## config.mk

```make
export PLATFORM = sky130hd
export DESIGN_NAME = multicycle_control
export DESIGN_NICKNAME = d
export VERILOG_FILES = /design/src/rtl/multicycle_control_pkg.sv /design/src/rtl/mc_output_decode.sv /design/src/rtl/multicycle_control.sv
export SDC_FILE = /design/constraint.sdc
export NUM_CORES = 1
export LEC_CHECK = 0
export BUFFER_PORTS_ARGS = -buffer_cell sky130_fd_sc_hd__buf_2
export CAP_MARGIN = 10
export CORE_MARGIN = 5
export CORE_UTILIZATION = 41
export DETAILED_ROUTE_END_ITERATION = 10
export PLACE_DENSITY = 0.91
export SKIP_LAST_GASP = 1
export SYNTH_ARGS = -nofsm -noshare
export SYNTH_HDL_FRONTEND = slang
export SYNTH_SLANG_ARGS = --single-unit
```

## constraint.sdc

```tcl
create_clock -name in_clk -period 2.3 [get_ports in_clk]
set_input_delay 0.575 -clock in_clk [delete_from_list [all_inputs] [get_ports in_clk]]
set_output_delay 0.575 -clock in_clk [all_outputs]
set_load 0.1 [all_outputs]
```

## src/rtl/multicycle_control_pkg.sv

```systemverilog
// Shared definitions for the multi-cycle RV32I control FSM: opcodes, state
// encodings, datapath select encodings and the control word layout.
package multicycle_control_pkg;

   typedef enum logic [3:0] {
      ST_FETCH     = 4'd0,
      ST_DECODE    = 4'd1,
      ST_MEM_ADDR  = 4'd2,
      ST_MEM_READ  = 4'd3,
      ST_MEM_WB    = 4'd4,
      ST_MEM_WRITE = 4'd5,
      ST_EXEC_R    = 4'd6,
      ST_EXEC_I    = 4'd7,
      ST_EXEC_U    = 4'd8,
      ST_ALU_WB    = 4'd9,
      ST_BRANCH    = 4'd10,
      ST_JAL       = 4'd11,
      ST_JALR_ADDR = 4'd12,
      ST_HALT      = 4'd13
   } state_t;

   localparam logic [6:0] OP_R       = 7'b0110011;
   localparam logic [6:0] OP_ARITH_I = 7'b0010011;
   localparam logic [6:0] OP_LOAD_I  = 7'b0000011;
   localparam logic [6:0] OP_S       = 7'b0100011;
   localparam logic [6:0] OP_B       = 7'b1100011;
   localparam logic [6:0] OP_J       = 7'b1101111;
   localparam logic [6:0] OP_JUMP_I  = 7'b1100111;
   localparam logic [6:0] OP_LOAD_U  = 7'b0110111;
   localparam logic [6:0] OP_ADD_U   = 7'b0010111;
   localparam logic [6:0] OP_ENV_I   = 7'b1110011;

   localparam logic [1:0] SRC_A_PC     = 2'b00;
   localparam logic [1:0] SRC_A_OLD_PC = 2'b01;
   localparam logic [1:0] SRC_A_RS1    = 2'b10;
   localparam logic [1:0] SRC_A_ZERO   = 2'b11;

   localparam logic [1:0] SRC_B_RS2  = 2'b00;
   localparam logic [1:0] SRC_B_IMM  = 2'b01;
   localparam logic [1:0] SRC_B_FOUR = 2'b10;

   localparam logic [1:0] ALU_OP_ADD    = 2'b00;
   localparam logic [1:0] ALU_OP_BRANCH = 2'b01;
   localparam logic [1:0] ALU_OP_FUNCT  = 2'b10;
   localparam logic [1:0] ALU_OP_UPPER  = 2'b11;

   localparam logic [1:0] RES_ALU_OUT    = 2'b00;
   localparam logic [1:0] RES_MEM_DATA   = 2'b01;
   localparam logic [1:0] RES_ALU_RESULT = 2'b10;

   typedef struct packed {
      logic       mem_req;
      logic       mem_we;
      logic       adr_src;
      logic       ir_write;
      logic       pc_write;
      logic       reg_write;
      logic [1:0] alu_src_a;
      logic [1:0] alu_src_b;
      logic [1:0] alu_op;
      logic [1:0] result_src;
      logic       illegal;
      logic       halted;
   } ctrl_t;

   function automatic logic opcode_known(input logic [6:0] opcode);
      case (opcode)
         OP_R, OP_ARITH_I, OP_LOAD_I, OP_S, OP_B, OP_J,
         OP_JUMP_I, OP_LOAD_U, OP_ADD_U, OP_ENV_I: opcode_known = 1'b1;
         default:                                  opcode_known = 1'b0;
      endcase
   endfunction

endpackage

```

## src/rtl/mc_output_decode.sv

```systemverilog
// Combinational control-word decode for the multi-cycle FSM: Moore selects
// per state, with only the memory and branch strobes gated by live inputs.
module mc_output_decode
   import multicycle_control_pkg::*;
(
   input  state_t     state,
   input  logic [6:0] opcode,
   input  logic       mem_ready,
   input  logic       branch_taken,
   output ctrl_t      ctrl
);

   always_comb begin
      ctrl = '0;
      case (state)
         ST_FETCH: begin
            ctrl.mem_req    = 1'b1;
            ctrl.ir_write   = mem_ready;
            ctrl.pc_write   = mem_ready;
            ctrl.alu_src_a  = SRC_A_PC;
            ctrl.alu_src_b  = SRC_B_FOUR;
            ctrl.alu_op     = ALU_OP_ADD;
            ctrl.result_src = RES_ALU_RESULT;
         end
         // ALUOut captures the branch/JAL target while the opcode is inspected.
         ST_DECODE: begin
            ctrl.alu_src_a = SRC_A_OLD_PC;
            ctrl.alu_src_b = SRC_B_IMM;
            ctrl.alu_op    = ALU_OP_ADD;
            ctrl.illegal   = !opcode_known(opcode);
         end
         ST_MEM_ADDR, ST_JALR_ADDR: begin
            ctrl.alu_src_a = SRC_A_RS1;
            ctrl.alu_src_b = SRC_B_IMM;
            ctrl.alu_op    = ALU_OP_ADD;
         end
         ST_MEM_READ: begin
            ctrl.mem_req = 1'b1;
            ctrl.adr_src = 1'b1;
         end
         ST_MEM_WB: begin
            ctrl.reg_write  = 1'b1;
            ctrl.result_src = RES_MEM_DATA;
         end
         ST_MEM_WRITE: begin
            ctrl.mem_req = 1'b1;
            ctrl.mem_we  = 1'b1;
            ctrl.adr_src = 1'b1;
         end
         ST_EXEC_R: begin
            ctrl.alu_src_a = SRC_A_RS1;
            ctrl.alu_src_b = SRC_B_RS2;
            ctrl.alu_op    = ALU_OP_FUNCT;
         end
         ST_EXEC_I: begin
            ctrl.alu_src_a = SRC_A_RS1;
            ctrl.alu_src_b = SRC_B_IMM;
            ctrl.alu_op    = ALU_OP_FUNCT;
         end
         ST_EXEC_U: begin
            ctrl.alu_src_a = (opcode == OP_LOAD_U) ? SRC_A_ZERO : SRC_A_OLD_PC;
            ctrl.alu_src_b = SRC_B_IMM;
            ctrl.alu_op    = ALU_OP_UPPER;
         end
         ST_ALU_WB: begin
            ctrl.reg_write  = 1'b1;
            ctrl.result_src = RES_ALU_OUT;
         end
         ST_BRANCH: begin
            ctrl.alu_src_a  = SRC_A_RS1;
            ctrl.alu_src_b  = SRC_B_RS2;
            ctrl.alu_op     = ALU_OP_BRANCH;
            ctrl.result_src = RES_ALU_OUT;
            ctrl.pc_write   = branch_taken;
         end
         // PC takes the target held in ALUOut while the ALU forms the link value.
         ST_JAL: begin
            ctrl.pc_write   = 1'b1;
            ctrl.result_src = RES_ALU_OUT;
            ctrl.alu_src_a  = SRC_A_OLD_PC;
            ctrl.alu_src_b  = SRC_B_FOUR;
            ctrl.alu_op     = ALU_OP_ADD;
         end
         ST_HALT: begin
            ctrl.halted = 1'b1;
         end
         default: begin
            ctrl = '0;
         end
      endcase
   end

endmodule

```

## src/rtl/multicycle_control.sv

```systemverilog
// Main control FSM for the multi-cycle RV32I core: state register and
// next-state logic, with the control word produced by mc_output_decode.
module multicycle_control
   import multicycle_control_pkg::*;
#(
   parameter bit HALT_ON_ENV = 1'b1
) (
   input  logic        in_clk,
   input  logic        in_rst,
   input  logic [31:0] in_instruction,
   input  logic        in_mem_ready,
   input  logic        in_branch_taken,
   output logic        out_mem_req,
   output logic        out_mem_we,
   output logic        out_adr_src,
   output logic        out_ir_write,
   output logic        out_pc_write,
   output logic        out_reg_write,
   output logic [1:0]  out_alu_src_a,
   output logic [1:0]  out_alu_src_b,
   output logic [1:0]  out_alu_op,
   output logic [1:0]  out_result_src,
   output logic        out_illegal,
   output logic        out_halted,
   output logic [3:0]  out_state
);

   state_t     state;
   state_t     state_next;
   logic [6:0] opcode;
   ctrl_t      ctrl;
   ctrl_t      ctrl_gated;
   logic       unused_instr_bits;

   assign opcode            = in_instruction[6:0];
   assign unused_instr_bits = ^in_instruction[31:7];

   always_ff @(posedge in_clk) begin
      if (in_rst) state <= ST_FETCH;
      else        state <= state_next;
   end

   always_comb begin
      state_next = state;
      case (state)
         ST_FETCH:     if (in_mem_ready) state_next = ST_DECODE;
         ST_DECODE: begin
            case (opcode)
               OP_R:                state_next = ST_EXEC_R;
               OP_ARITH_I:          state_next = ST_EXEC_I;
               OP_LOAD_I, OP_S:     state_next = ST_MEM_ADDR;
               OP_B:                state_next = ST_BRANCH;
               OP_J:                state_next = ST_JAL;
               OP_JUMP_I:           state_next = ST_JALR_ADDR;
               OP_LOAD_U, OP_ADD_U: state_next = ST_EXEC_U;
               OP_ENV_I:            state_next = HALT_ON_ENV ? ST_HALT : ST_FETCH;
               default:             state_next = ST_FETCH;
            endcase
         end
         ST_MEM_ADDR:  state_next = (opcode == OP_LOAD_I) ? ST_MEM_READ : ST_MEM_WRITE;
         ST_MEM_READ:  if (in_mem_ready) state_next = ST_MEM_WB;
         ST_MEM_WB:    state_next = ST_FETCH;
         ST_MEM_WRITE: if (in_mem_ready) state_next = ST_FETCH;
         ST_EXEC_R,
         ST_EXEC_I,
         ST_EXEC_U:    state_next = ST_ALU_WB;
         ST_ALU_WB:    state_next = ST_FETCH;
         ST_BRANCH:    state_next = ST_FETCH;
         ST_JAL:       state_next = ST_ALU_WB;
         ST_JALR_ADDR: state_next = ST_JAL;
         ST_HALT:      state_next = ST_HALT;
         default:      state_next = ST_FETCH;
      endcase
   end

   mc_output_decode u_output_decode (
      .state        (state),
      .opcode       (opcode),
      .mem_ready    (in_mem_ready),
      .branch_taken (in_branch_taken),
      .ctrl         (ctrl)
   );

   // Reset overrides everything combinationally so no request or strobe leaks
   // out in the cycle an in-flight instruction is abandoned.
   assign ctrl_gated = in_rst ? '0 : ctrl;

   assign out_mem_req    = ctrl_gated.mem_req;
   assign out_mem_we     = ctrl_gated.mem_we;
   assign out_adr_src    = ctrl_gated.adr_src;
   assign out_ir_write   = ctrl_gated.ir_write;
   assign out_pc_write   = ctrl_gated.pc_write;
   assign out_reg_write  = ctrl_gated.reg_write;
   assign out_alu_src_a  = ctrl_gated.alu_src_a;
   assign out_alu_src_b  = ctrl_gated.alu_src_b;
   assign out_alu_op     = ctrl_gated.alu_op;
   assign out_result_src = ctrl_gated.result_src;
   assign out_illegal    = ctrl_gated.illegal;
   assign out_halted     = ctrl_gated.halted;
   assign out_state      = in_rst ? 4'd0 : state;

endmodule

```

---- Word level (Yosys, flattened, before mapping) ----
Cells that the tools add are included.
Widths: inputs -> output; s select.
word-level totals
  register bits ........................... 4
  bits of input ports ..................... 36
  output and inout bits ................... 20
  logic and storage cells ................. 59
operators by class
  equality and inequality tests ........... 26
  mux-type cells .......................... 21
  reductions and logical operators ........ 11
operators by type and width
  operator            number
  $pmux 4 s8          2
  $pmux 6 s8          1
  $eq 7x7->1 const B  4
  $eq 4x4->1 const B  6
  $eq 7x6->1 const B  3
  $eq 4x3->1 const B  4
  $mux 16             1
  $mux 4              4
  $eq 7x5->1 const B  2
  $reduce_or 10->1    1
  $reduce_or 2->1     5
  $mux 1              9
  $eq 4x2->1 const B  2
  $eq 7x2->1 const B  1
  $ne 2x2->1 const B  3
  $eq 4x1->1 const B  1
  $logic_not 4->1     1
  $pmux 2 s2          1
  $reduce_or 4->1     1
  $mux 3              1
  $pmux 1 s3          1
  $reduce_and 3->1    1
  $reduce_or 3->1     1
  $mux 2              1
  $logic_not 1->1     1

---- Logic depth before layout (Yosys ltp) ----
  depth in word-level cells ............... 7
  gate-level depth with buffers ........... 6
  depth with buffers taken out ............ 4

---- Hierarchy ----
A second synthesis with hierarchy kept.
unflattened totals
  cells, all modules ...................... 127
  area total of the unflattened synthesis .. 907.1 um^2
by module, submodules not included
  module              times used  cells an instance  area each (um^2)  sequential area each (um^2)
  multicycle_control  1           81                 608.1             80.1
  mc_output_decode    1           46                 299.0             0.0

---- Least setup slack after synthesis ----
No wires, ideal clock.
  kind .................................... input -> output
  start point ............................. input in_rst
  end point ............................... output out_alu_op[0]
  arrival ................................. 3.790 ns
  data required time ...................... 1.725 ns
  slack ................................... -2.065 ns
  cell stages on the path ................. 3
  buffers on the path ..................... 2
  cells stage by stage .................... clkbuf_1 clkbuf_1 nor4_1
on the way
  word-level cells in the longest chain between the ends .. 1
RTL lines
  element      RTL line                  RTL
  from (decl)  multicycle_control.sv:9   input logic in_rst,
  $mux 16      multicycle_control.sv:86  assign ctrl_gated = in_rst ? '0 : ctrl;
  to (decl)    multicycle_control.sv:21  output logic [1:0] out_alu_op,
Every way passes these cells.

---- Final worst setup path ----
  start point ............................. register state[0]
  end point ............................... output out_alu_src_b[1]
on the way
  word-level cells in the longest chain between the ends .. 4
  elaborated cells between the ends (all ways) .. 12
  those cells by class .................... 8 x eq/ne; 2 x mux; 2 x reduce/logical
RTL lines
  element                                          RTL line                  RTL
  from (decl)                                      multicycle_control.sv:28  state_t state;
  from (signal assigned)                           multicycle_control.sv:40  else state <= state_next;
  $eq 4x2->1 / $eq 4x4->1 (equally long branches)  mc_output_decode.sv:15    case (state)
  $reduce_or 2->1                                  mc_output_decode.sv:15
  $pmux 6 s8 (*)                                   mc_output_decode.sv:15
  $mux 16 (*)                                      multicycle_control.sv:86
  to (decl)                                        multicycle_control.sv:20  output logic [1:0] out_alu_src_b,
Every way passes the cells marked *; elsewhere a longest branch is shown, timed or not.

==> flow_metrics.tcl <==
set metrics [dict create \
    power.leakage_nw 0.578 \
    io_buffers 30 \
    synth_seq_cells 4 \
    highest_layer "met4" \
    hold_path.class "in2reg" \
    dpl_worst_slack_ns 0.116 \
    clock-root-buffer "clkbuf_4" \
    required_ns 1.73 \
    antenna_found_initial 0 \
    worstSkewPairLatency_ns 0.24 \
    wl_met1_mm 1.24 \
    async_reset_ff_share_pct 0 \
    timing.fmax_mhz 442 \
    drtAntennaViolNets 0 \
    critPathMostFrequentCell "buf_4" \
    die_h_um 54.7 \
    routed_wirelength_mm 3.74 \
    synthesis.area_sq_um 820 \
    synth_seq_area_share_pct 9.77 \
    postSynthCellCount 129 \
    core_sq_mm 0.00194 \
    n_antenna_cell 0 \
    drive_gt1_share_pct 48.5 \
    grt_pass1_wl_mm 5.91 \
    yosysMostFrequentCell "nor2_1" \
    start_kind "register" \
    hpwlAfterDp_mm 2.74 \
    r2r_slack_ns 0.33 \
    ctsLongestPathBuffers 2 \
    area_delta_synth_final_pct 91.8 \
    netlist_top_cells_count "nor2_1, nor3_1, nand2_1, clkbuf_1" \
    htree_num_levels 1 \
    crit_fanout 15 \
    status "completed" \
    grt_pass1_vias 1206 \
    synth_cell_types 47 \
    hold_viol_final 0 \
    reg.largest.list "state: 4 flops" \
    synth_area_leaders "dfxtp_1, nor2_1, nor3_1" \
    power_density_mw_per_mm2 254 \
    ios 56 \
    whs_endpoint "state[2]" \
    cpPeakStageDelay_ns 0.41 \
    placed_area_sq_mm 0.00152 \
    postLayoutCellArea_sq_mm 0.00157 \
    dp.cells 185 \
    numCtsBuffers 3 \
    drtPass1Iterations 5 \
    slowest_stage "dfxtp_4" \
    dieArea_sq_mm 0.00299 \
    worstSetupPathType "reg2out" \
    reg2reg_depth 4 \
    place_congestion 0.869 \
    worst_pin_slew_ns 0.424 \
    num_rows 16 \
    critPathArrivalTime_ns 1.69 \
    nFillCells 107 \
    drc 0 \
    wire_per_inst_um 19.7 \
    finish.utilization_pct 80.9 \
    min_period_ns 2.26 \
    drtIter0Drc 100 \
    grt_max_degree 22 \
    num_vias 1219 \
    yosys.area.top_type "dfxtp_1" \
    overflow 0 \
    synth_area_per_cell_sq_um 6.35 \
    r2r_start "state[2]" \
    top_register "state" \
    start_util_pct 42.2 \
    final_max_slew_viol_count 0 \
    ys.flop_type "dfxtp_1" \
    layout.cells.non_filler 190 \
    timing.critical_path.to_type "output port" \
    via_per_inst 6.42 \
    min_from "in_rst" \
    die_w_um 54.7 \
    cts-hold-fix-buffers 0 \
    finClkSkew_ns 0.00987 \
    min_path_cells 2 \
    cts_sinks 4 \
    route.met2.wl_mm 1.86 \
    fin_ws_ns 0.0372 \
    vdd_drop_max_mv 0.209 \
    grt_use_total_pct 27.3 \
    synth_top_area_share_pct 9.77 \
    rsz0062_at_grt "yes" \
    syn_nets 165 \
    cp_cell_sequence "buf_4, nor2_4, buf_4, nand2_4, a211oi_4, buf_12" \
    largest_register_ffs 4 \
    setup_viol 0 \
    synth_edf_count 0 \
    ys_warn_count 0 \
    fin_crit_sh_pct 98.4 \
    r2r_end "state[2]" \
    route.met3.wl_um 399 \
    max_slew_margin_pct 70.9 \
    cts_tree "built" \
    nets 201 \
    drv_cap 0 \
    cts.reportedPaths.clkPinSlew_ns 0.04 \
]
## cell families (layout without fill, tap and decap cells)
group	Yosys count	count (layout)	synth area share, %
xor+xnor	3	3	3.21
mux	2	2	2.60
buf+inv	19	53	9.92
flops	4	4	9.77
compound gates	38	38	31.8
simple gates	63	63	42.7
## timing repair
item,CTS,global route
gates resized for setup,3,4
pin swaps,0,1
setup buffers,0,2
endpoints found under the setup margin,7,6
## final cells by class
| class | instances | area (sq um) | share of cell area (%) |
|---|---|---|---|
| Tap cell | 27 | 33.8 | 2.15 |
| Inverter | 6 | 22.5 | 1.43 |
| Timing Repair Buffer | 44 | 556 | 35.4 |
| Clock buffer | 3 | 22.5 | 1.43 |
| Sequential cell | 4 | 92.6 | 5.89 |
| Multi-Input combinational cell | 106 | 845 | 53.7 |
## placed cells by master, fill, tap and decap left out, types with 2 or more instances in the layout
cell,count
a21oi_1,6
a21o_1,2
nor3_1,4
and2_1,2
clkbuf_4,3
nand3b_1,2
nand2b_1,5
nor2_1,10
nor2_2,2
a211oi_4,2
buf_2,10
inv_1,5
and4b_1,2
o21ai_0,6
nor2b_1,5
xnor2_1,3
nor2_4,3
buf_12,20
dfxtp_4,3
buf_4,14
nand3_1,2
nor3_4,6
a31oi_1,3
nand2_1,7
## report_power, final
| group | total, mW | switching, mW | internal, mW |
|---|---|---|---|
| combinational | 0.234 | 0.150 | 0.0840 |
| sequential | 0.0754 | 0.00689 | 0.0685 |
| clock | 0.0904 | 0.0318 | 0.0586 |
## stage by stage
step | power [mW] | hold WS [ns] | setup TNS (ns)
finish | 0.400 | 0.657 | 0
global placement | 0.295 | 0.801 | 0
CTS | 0.395 | 0.639 | 0
floorplan | 0.234 | 0.628 | -0.403
detailed placement | 0.304 | 0.817 | 0
global route | 0.416 | 0.652 | -0.0346
## metal layers
layer	vias up	track usage, %
met3	25	4.09
met5	-	0
met4	0	14.5
met1	543	30.9
li1	538	-
met2	113	48.2
## critical path: cells and delay by family, from the launching register on
family / cells / cell delay, ns
buf+inv: 3 / 0.52
compound gates: 1 / 0.30
flops: 1 / 0.41
simple gates: 2 / 0.20
## worst max path at each step
stage	slack, ns	endpoint	start
2_1_floorplan	-0.26	out_alu_op[0]	in_rst
3_3_place_gp	0.15	out_alu_src_a[1]	in_instruction[5]
3_5_place_dp	0.12	out_alu_src_a[1]	state[0]
4_1_cts	0.0004	out_alu_src_a[1]	state[0]
5_1_grt	-0.03	out_alu_src_b[1]	state[0]
6_report	0.04	out_alu_src_b[1]	state[0]
(Power assumes the default switching activity.)
